**src/rtl/apb_master_if.sv**
```systemverilog
// -----------------------------------------------------------------------------
// apb_master_if
// Bundles the host request/response handshake and the APB bus of apb_master.
//   host side : req_valid, req_ready, req_write, req_addr, req_wdata,
//               rsp_valid, rsp_rdata, rsp_err, busy
//   APB side  : PADDR, PWDATA, PWRITE, PSELx, PENABLE, PRDATA, PREADY
// modport master : the apb_master view (drives APB + response, reads request)
// modport slave  : the surroundings (host + APB responder)
// -----------------------------------------------------------------------------
interface apb_master_if #(
   parameter int ADDRESSWIDTH = 4,
   parameter int DATAWIDTH    = 24
);
   logic                    req_valid;
   logic                    req_ready;
   logic                    req_write;
   logic [ADDRESSWIDTH-1:0] req_addr;
   logic [DATAWIDTH-1:0]    req_wdata;
   logic                    rsp_valid;
   logic [DATAWIDTH-1:0]    rsp_rdata;
   logic                    rsp_err;
   logic                    busy;
   logic [ADDRESSWIDTH-1:0] PADDR;
   logic [DATAWIDTH-1:0]    PWDATA;
   logic                    PWRITE;
   logic                    PSELx;
   logic                    PENABLE;
   logic [DATAWIDTH-1:0]    PRDATA;
   logic                    PREADY;

   modport master (
      input  req_valid, req_write, req_addr, req_wdata, PRDATA, PREADY,
      output req_ready, rsp_valid, rsp_rdata, rsp_err, busy,
             PADDR, PWDATA, PWRITE, PSELx, PENABLE
   );

   modport slave (
      output req_valid, req_write, req_addr, req_wdata, PRDATA, PREADY,
      input  req_ready, rsp_valid, rsp_rdata, rsp_err, busy,
             PADDR, PWDATA, PWRITE, PSELx, PENABLE
   );
endinterface

```
**src/rtl/apb_master.sv**
```systemverilog
// -----------------------------------------------------------------------------
// apb_master
// Single-outstanding APB requester for the SAE controller register file.
// A host request (valid/ready) is turned into an APB SETUP + ACCESS sequence;
// PREADY wait states are honoured, a stuck access is aborted after TIMEOUT
// cycles, and the result comes back as a one-cycle rsp_valid pulse.
// Ports:
//   PCLK     : clock
//   PRESETn  : asynchronous active-low reset
//   bus      : apb_master_if.master (host request/response + APB signals)
// All bus outputs are registered except req_ready, which is combinational so
// a new request can be taken in the completing ACCESS cycle (back-to-back).
// -----------------------------------------------------------------------------
module apb_master #(
   parameter int ADDRESSWIDTH    = 4,
   parameter int DATAWIDTH       = 24,
   parameter int TIMEOUT         = 16,
   parameter int RD_SAMPLE_DELAY = 1
) (
   input  logic          PCLK,
   input  logic          PRESETn,
   apb_master_if.master  bus
);

   localparam int CNT_W = (TIMEOUT > 2) ? $clog2(TIMEOUT) : 1;
   localparam logic [CNT_W-1:0]        TO_LAST   = CNT_W'((TIMEOUT > 0) ? (TIMEOUT - 1) : 0);
   localparam logic [DATAWIDTH-1:0]    ZERO_DATA = {DATAWIDTH{1'b0}};
   localparam logic [ADDRESSWIDTH-1:0] ZERO_ADDR = {ADDRESSWIDTH{1'b0}};

   typedef enum logic [1:0] {
      ST_IDLE   = 2'd0,
      ST_SETUP  = 2'd1,
      ST_ACCESS = 2'd2,
      ST_RDWAIT = 2'd3
   } state_t;

   state_t           state_r;
   logic [CNT_W-1:0] cnt_r;
   logic             timeout_s;
   logic             complete_s;
   logic             req_ready_s;
   logic             accept_s;

   // Timeout detection: last allowed ACCESS cycle and the responder is still stalling.
   always_comb begin
      timeout_s = 1'b0;
      if ((TIMEOUT > 0) && (state_r == ST_ACCESS) && !bus.PREADY && (cnt_r == TO_LAST)) begin
         timeout_s = 1'b1;
      end else begin
         timeout_s = 1'b0;
      end
      complete_s = (state_r == ST_ACCESS) && (bus.PREADY || timeout_s);
   end

   // Ready: always in IDLE; in a completing ACCESS unless a delayed read still owes RDWAIT.
   always_comb begin
      req_ready_s = 1'b0;
      case (state_r)
         ST_IDLE: begin
            req_ready_s = 1'b1;
         end
         ST_ACCESS: begin
            if (complete_s && (bus.PWRITE || (RD_SAMPLE_DELAY == 0))) begin
               req_ready_s = 1'b1;
            end else begin
               req_ready_s = 1'b0;
            end
         end
         default: begin
            req_ready_s = 1'b0;
         end
      endcase
      accept_s = bus.req_valid && req_ready_s;
   end

   assign bus.req_ready = req_ready_s;

   // Transfer FSM with registered APB and response outputs.
   always_ff @(posedge PCLK or negedge PRESETn) begin
      if (!PRESETn) begin
         state_r       <= ST_IDLE;
         cnt_r         <= {CNT_W{1'b0}};
         bus.PADDR     <= ZERO_ADDR;
         bus.PWDATA    <= ZERO_DATA;
         bus.PWRITE    <= 1'b0;
         bus.PSELx     <= 1'b0;
         bus.PENABLE   <= 1'b0;
         bus.rsp_valid <= 1'b0;
         bus.rsp_rdata <= ZERO_DATA;
         bus.rsp_err   <= 1'b0;
         bus.busy      <= 1'b0;
      end else begin
         bus.rsp_valid <= 1'b0;
         case (state_r)
            ST_IDLE: begin
               if (accept_s) begin
                  bus.PWRITE  <= bus.req_write;
                  bus.PADDR   <= bus.req_addr;
                  bus.PWDATA  <= bus.req_wdata;
                  bus.PSELx   <= 1'b1;
                  bus.PENABLE <= 1'b0;
                  bus.busy    <= 1'b1;
                  state_r     <= ST_SETUP;
               end else begin
                  bus.PSELx   <= 1'b0;
                  bus.PENABLE <= 1'b0;
                  bus.busy    <= 1'b0;
               end
            end
            ST_SETUP: begin
               cnt_r       <= {CNT_W{1'b0}};
               bus.PSELx   <= 1'b1;
               bus.PENABLE <= 1'b1;
               bus.busy    <= 1'b1;
               state_r     <= ST_ACCESS;
            end
            ST_ACCESS: begin
               if (bus.PREADY && !bus.PWRITE && (RD_SAMPLE_DELAY != 0)) begin
                  // Responder registers PRDATA: release the bus, sample next cycle.
                  bus.PSELx   <= 1'b0;
                  bus.PENABLE <= 1'b0;
                  bus.busy    <= 1'b1;
                  state_r     <= ST_RDWAIT;
               end else if (complete_s) begin
                  bus.rsp_valid <= 1'b1;
                  bus.rsp_err   <= timeout_s;
                  bus.rsp_rdata <= (bus.PREADY && !bus.PWRITE) ? bus.PRDATA : ZERO_DATA;
                  if (accept_s) begin
                     // Back-to-back: PSELx stays high, PENABLE drops for the new SETUP.
                     bus.PWRITE  <= bus.req_write;
                     bus.PADDR   <= bus.req_addr;
                     bus.PWDATA  <= bus.req_wdata;
                     bus.PSELx   <= 1'b1;
                     bus.PENABLE <= 1'b0;
                     bus.busy    <= 1'b1;
                     state_r     <= ST_SETUP;
                  end else begin
                     bus.PSELx   <= 1'b0;
                     bus.PENABLE <= 1'b0;
                     bus.busy    <= 1'b0;
                     state_r     <= ST_IDLE;
                  end
               end else begin
                  cnt_r <= cnt_r + {{(CNT_W-1){1'b0}}, 1'b1};
               end
            end
            ST_RDWAIT: begin
               bus.rsp_valid <= 1'b1;
               bus.rsp_err   <= 1'b0;
               bus.rsp_rdata <= bus.PRDATA;
               bus.PSELx     <= 1'b0;
               bus.PENABLE   <= 1'b0;
               bus.busy      <= 1'b0;
               state_r       <= ST_IDLE;
            end
            default: begin
               bus.PSELx   <= 1'b0;
               bus.PENABLE <= 1'b0;
               bus.busy    <= 1'b0;
               state_r     <= ST_IDLE;
            end
         endcase
      end
   end

endmodule

```
**src/flat_wrapper.sv**
```systemverilog
// flat-port wrapper written by rule: the top's interface ports become plain ports
module apb_master_flat 
#(
   parameter int ADDRESSWIDTH    = 4,
   parameter int DATAWIDTH       = 24,
   parameter int TIMEOUT         = 16,
   parameter int RD_SAMPLE_DELAY = 1
)
  (PCLK, PRESETn, bus_req_valid, bus_req_write, bus_req_addr, bus_req_wdata, bus_PRDATA, bus_PREADY, bus_req_ready, bus_rsp_valid, bus_rsp_rdata, bus_rsp_err, bus_busy, bus_PADDR, bus_PWDATA, bus_PWRITE, bus_PSELx, bus_PENABLE);
  apb_master_if #(.ADDRESSWIDTH(ADDRESSWIDTH), .DATAWIDTH(DATAWIDTH)) bus_i ();
  input  logic PCLK;
  input  logic PRESETn;
  input wire logic [$bits(bus_i.req_valid)-1:0] bus_req_valid;
  input wire logic [$bits(bus_i.req_write)-1:0] bus_req_write;
  input wire logic [$bits(bus_i.req_addr)-1:0] bus_req_addr;
  input wire logic [$bits(bus_i.req_wdata)-1:0] bus_req_wdata;
  input wire logic [$bits(bus_i.PRDATA)-1:0] bus_PRDATA;
  input wire logic [$bits(bus_i.PREADY)-1:0] bus_PREADY;
  output wire logic [$bits(bus_i.req_ready)-1:0] bus_req_ready;
  output wire logic [$bits(bus_i.rsp_valid)-1:0] bus_rsp_valid;
  output wire logic [$bits(bus_i.rsp_rdata)-1:0] bus_rsp_rdata;
  output wire logic [$bits(bus_i.rsp_err)-1:0] bus_rsp_err;
  output wire logic [$bits(bus_i.busy)-1:0] bus_busy;
  output wire logic [$bits(bus_i.PADDR)-1:0] bus_PADDR;
  output wire logic [$bits(bus_i.PWDATA)-1:0] bus_PWDATA;
  output wire logic [$bits(bus_i.PWRITE)-1:0] bus_PWRITE;
  output wire logic [$bits(bus_i.PSELx)-1:0] bus_PSELx;
  output wire logic [$bits(bus_i.PENABLE)-1:0] bus_PENABLE;
  assign bus_i.req_valid = bus_req_valid;
  assign bus_i.req_write = bus_req_write;
  assign bus_i.req_addr = bus_req_addr;
  assign bus_i.req_wdata = bus_req_wdata;
  assign bus_i.PRDATA = bus_PRDATA;
  assign bus_i.PREADY = bus_PREADY;
  assign bus_req_ready = bus_i.req_ready;
  assign bus_rsp_valid = bus_i.rsp_valid;
  assign bus_rsp_rdata = bus_i.rsp_rdata;
  assign bus_rsp_err = bus_i.rsp_err;
  assign bus_busy = bus_i.busy;
  assign bus_PADDR = bus_i.PADDR;
  assign bus_PWDATA = bus_i.PWDATA;
  assign bus_PWRITE = bus_i.PWRITE;
  assign bus_PSELx = bus_i.PSELx;
  assign bus_PENABLE = bus_i.PENABLE;
  apb_master #(.ADDRESSWIDTH(ADDRESSWIDTH), .DATAWIDTH(DATAWIDTH), .TIMEOUT(TIMEOUT), .RD_SAMPLE_DELAY(RD_SAMPLE_DELAY)) u_core (.PCLK(PCLK), .PRESETn(PRESETn), .bus(bus_i));
endmodule
```
**config.mk**
```make
export PLATFORM = sky130hd
export DESIGN_NAME = apb_master_flat
export DESIGN_NICKNAME = d
export VERILOG_FILES = /design/src/rtl/apb_master_if.sv /design/src/rtl/apb_master.sv /design/src/flat_wrapper.sv
export SDC_FILE = /design/constraint.sdc
export NUM_CORES = 1
export LEC_CHECK = 0
export ABC_AREA = 0
export CELL_PAD_IN_SITES_DETAIL_PLACEMENT = 1
export CELL_PAD_IN_SITES_GLOBAL_PLACEMENT = 1
export CORE_MARGIN = 3
export CORE_UTILIZATION = 32
export DETAILED_ROUTE_END_ITERATION = 10
export GPL_ROUTABILITY_DRIVEN = 0
export PLACE_DENSITY = 0.83
export SLEW_MARGIN = 20
export SYNTH_ARGS = -nofsm -noshare
export SYNTH_HDL_FRONTEND = slang
export SYNTH_SLANG_ARGS = --single-unit
```
**constraint.sdc**
```tcl
create_clock -name PCLK -period 2.4 [get_ports PCLK]
set_clock_uncertainty 0.15 [all_clocks]
set_input_delay 0.36 -clock PCLK [delete_from_list [all_inputs] [get_ports PCLK]]
set_output_delay 0.36 -clock PCLK [all_outputs]
set_load 0.03 [all_outputs]
```
==> out/metrics.cfg <==
[run_status]
status = finished, final reports clean

[timing]
setup_tns_ps = 0
max_freq_ghz = 0.4573
setup_violations = 0
worst-slew-pin-transition_ps = 575.2
finalHoldViolCount = 0
fin_crit_sh_pct = 91.11
fin_crit_ps = 2187
rsz0062_at_grt = false
slew_headroom_pct = 61.66
report.final.slew_viol_count = 0
worst_slack_ps = 213.3

[setup_path]
critical_path.max_fanout = 5
required_ps = 1890
crit_start = u_core.cnt_r[0]
critical_path_class = register to output port
crit_arrival_ps = 1680
crit_path_end = bus_req_ready
cp-start-kind = register
worstSetupEndpointType = output port
r2r_cells = 7
reg2reg_slack_ps = 240
r2r-start = u_core.cnt_r[0]
r2r_end = u_core.bus.PWRITE

[clock_tree]
clk_pin_slew_ps = 70
h-tree-depth = 3
cts_tree = built
clockBufferDepth = 2
cts_root_buf = clkbuf_8
cts_buffers = 9
clock_latency_ps = 320
cts_setup_buffers = 0
cts.sinks = 64

[cells_and_area]
final_cell_mix = clkdlybuf4s50_1 (113), dfrtp_1 (64), a22o_1 (24)
layout_commonest_cell = clkdlybuf4s50_1
area_delta_synth_final_pct = 58.36
finalNonFillerCells = 423
utilization_pct = 53.17
antenna_cells = 0
drive_gt1_share_pct = 19.31
fillers = 826
final_nets = 374

[yosys]
synth_top_cell_area_share_pct = 60.78
ys_seq_area_share_pct = 60.78
synth_area_sq_um = 2635
ys_seq_elements = 64
synthCells = 192
synth_nets = 250
avgSynthCellArea_sq_um = 13.72
ys_warn_count = 0
ys_types = 36
yosys.area.top_type = dfrtp_1
synth_area_leaders = dfrtp_1 (61%), mux2_2 (8.1%), a22o_1 (8.0%)

[grt]
antenna_found_initial = 0
grt_pass1_wl_um = 12040
grtUsageTotal_pct = 16.07
grt-ovfl-total = 0
grt_max_degree = 27
grt_pass1_vias = 2298

[drt]
wire_per_inst_um = 17.22
drt-vias-per-instance = 4.872
met1_length_um = 3119
met3_length_um = 457
antenna_left = 0
routed-via-count = 2061
finalWirelength_um = 7283
wl_met2_um = 3653
drc_errors = 0
dr.max_layer_used = met4
first_pass_iters = 4
dr.first_iter.drc_count = 108

[placement]
dp_hpwl_um = 5328
dp_worst_setup_slack_ps = 48.50
dp.cells = 406
numPortBuffers = 115

[floorplanning]
die_w_um = 96.75
rows = 32
io_pins = 116
start_util_pct = 33.58
die_y_um = 96.75
core_sq_um = 7848
die_area_sq_um = 9360

[power]
p_switching_mw = 2.284
switching_share_pct = 38.57
leakage_nw = 1.796
p_seq_share_pct = 31.1
cellPowerDensity_nw_per_um2 = 1419
clkPwrFrac_pct = 18.4
comb_power_share_pct = 50.4
vdd_drop_max_mv = 0.5724
p_int_mw = 3.638

[worst_hold_path]
min_from = u_core.bus.rsp_err
hp-class = register to register

[flow_run]
maxCapViolations = 0

## metrics by stage
stage / total power, mW / instance area [sq um] / hold slack [ps]
floorplan: 3.561 / 2635 / -85.59
global placement: 4.785 / 3933 / 231.7
detailed placement: 4.874 / 3933 / 251.6
CTS: 6.001 / 4177 / 351.9
global route: 6.247 / 4173 / 366.7
finish: 5.922 / 4173 / 339.9
## critical path: stages (launching register included)
cell and delay [ps]:
dfrtp_1 440, ha_1 250, a31o_4 270, a21boi_2 150, nor2_1 50, clkbuf_2 190
## Yosys cell counts (all sizes together)
| cell | instances |
|---|---|
| nor4b | 1 |
| nand2 | 7 |
| o311a | 1 |
| nor2 | 11 |
| a21o | 1 |
| buf | 9 |
| clkbuf | 5 |
| nor3 | 5 |
| o311ai | 1 |
| a21oi | 5 |
| and2 | 2 |
| dfrtp | 64 |
| o21ai | 2 |
| nand3 | 2 |
| mux2 | 29 |
| a21boi | 1 |
| and3 | 1 |
| nor3b | 1 |
| inv | 2 |
| a32oi | 1 |
| a22o | 24 |
| o211ai | 2 |
| a31oi | 2 |
| o31ai | 1 |
| nand4b | 1 |
| nor2b | 3 |
| a31o | 1 |
| nor4 | 3 |
| ha | 1 |
| nand2b | 3 |
## cell families after synthesis
kind of cell / synth area share (%)
multiplexers: 13.82
AO/OA/AOI/OAI: 13.06
buffers and inverters: 3.799
adder cells (fa/ha/maj): 0.4748
flip-flops: 60.78
AND/OR/NAND/NOR: 8.073
## power by group through the flow
stage               Clock (mW)  Sequential, mW  Combinational, mW
detailed placement           0            1.85               3.02
global route              1.19            1.91               3.14
global placement             0            1.83               2.96
floorplan                    0            2.67              0.889
CTS                       1.13            1.85               3.03
finish                    1.09            1.84               2.99
## sequential cells by signal (all words and copies together), names as in the netlist, 2 cells and up
name                  flops
u_core.state_r            2
u_core.cnt_r              4
u_core.bus.PADDR          4
u_core.bus.rsp_rdata     24
u_core.bus.PWDATA        24
## timing repair
action / 4_1_cts / 5_1_grt
resized for setup: 1 / 2
setup endpoints to repair: 1 / 1
hold buffers: 1 / 0
endpoints found under the hold margin: 22 / 0
## worst min-delay path by stage
| stage | cells after the start | end |
|---|---|---|
| global route | 1 | u_core.bus.PWDATA[13] |
| global placement | 1 | u_core.bus.PWDATA[11] |
| finish | 1 | u_core.bus.rsp_err |
| detailed placement | 1 | u_core.bus.PWDATA[11] |
| floorplan | 0 | u_core.bus.PADDR[0] |
| CTS | 1 | u_core.bus.rsp_err |
## layout make-up
class	instances	area, sq um	share of cell area, %
clock inverter	6	107.6	2.579
clock buffer	10	127.6	3.058
timing repair buffer	127	1259	30.16
inverter	2	7.507	0.1799
sequential	64	1602	38.38
tap	102	127.6	3.058
multi-input combinational	112	942.2	22.58
## layer usage
layer  vias up  track usage (%)
met4         0            5.184
met2        83            27.49
li1        948                -
met1      1023            19.31
met5         -                0
met3         7            4.903
Power figures use the tool's default switching activity.
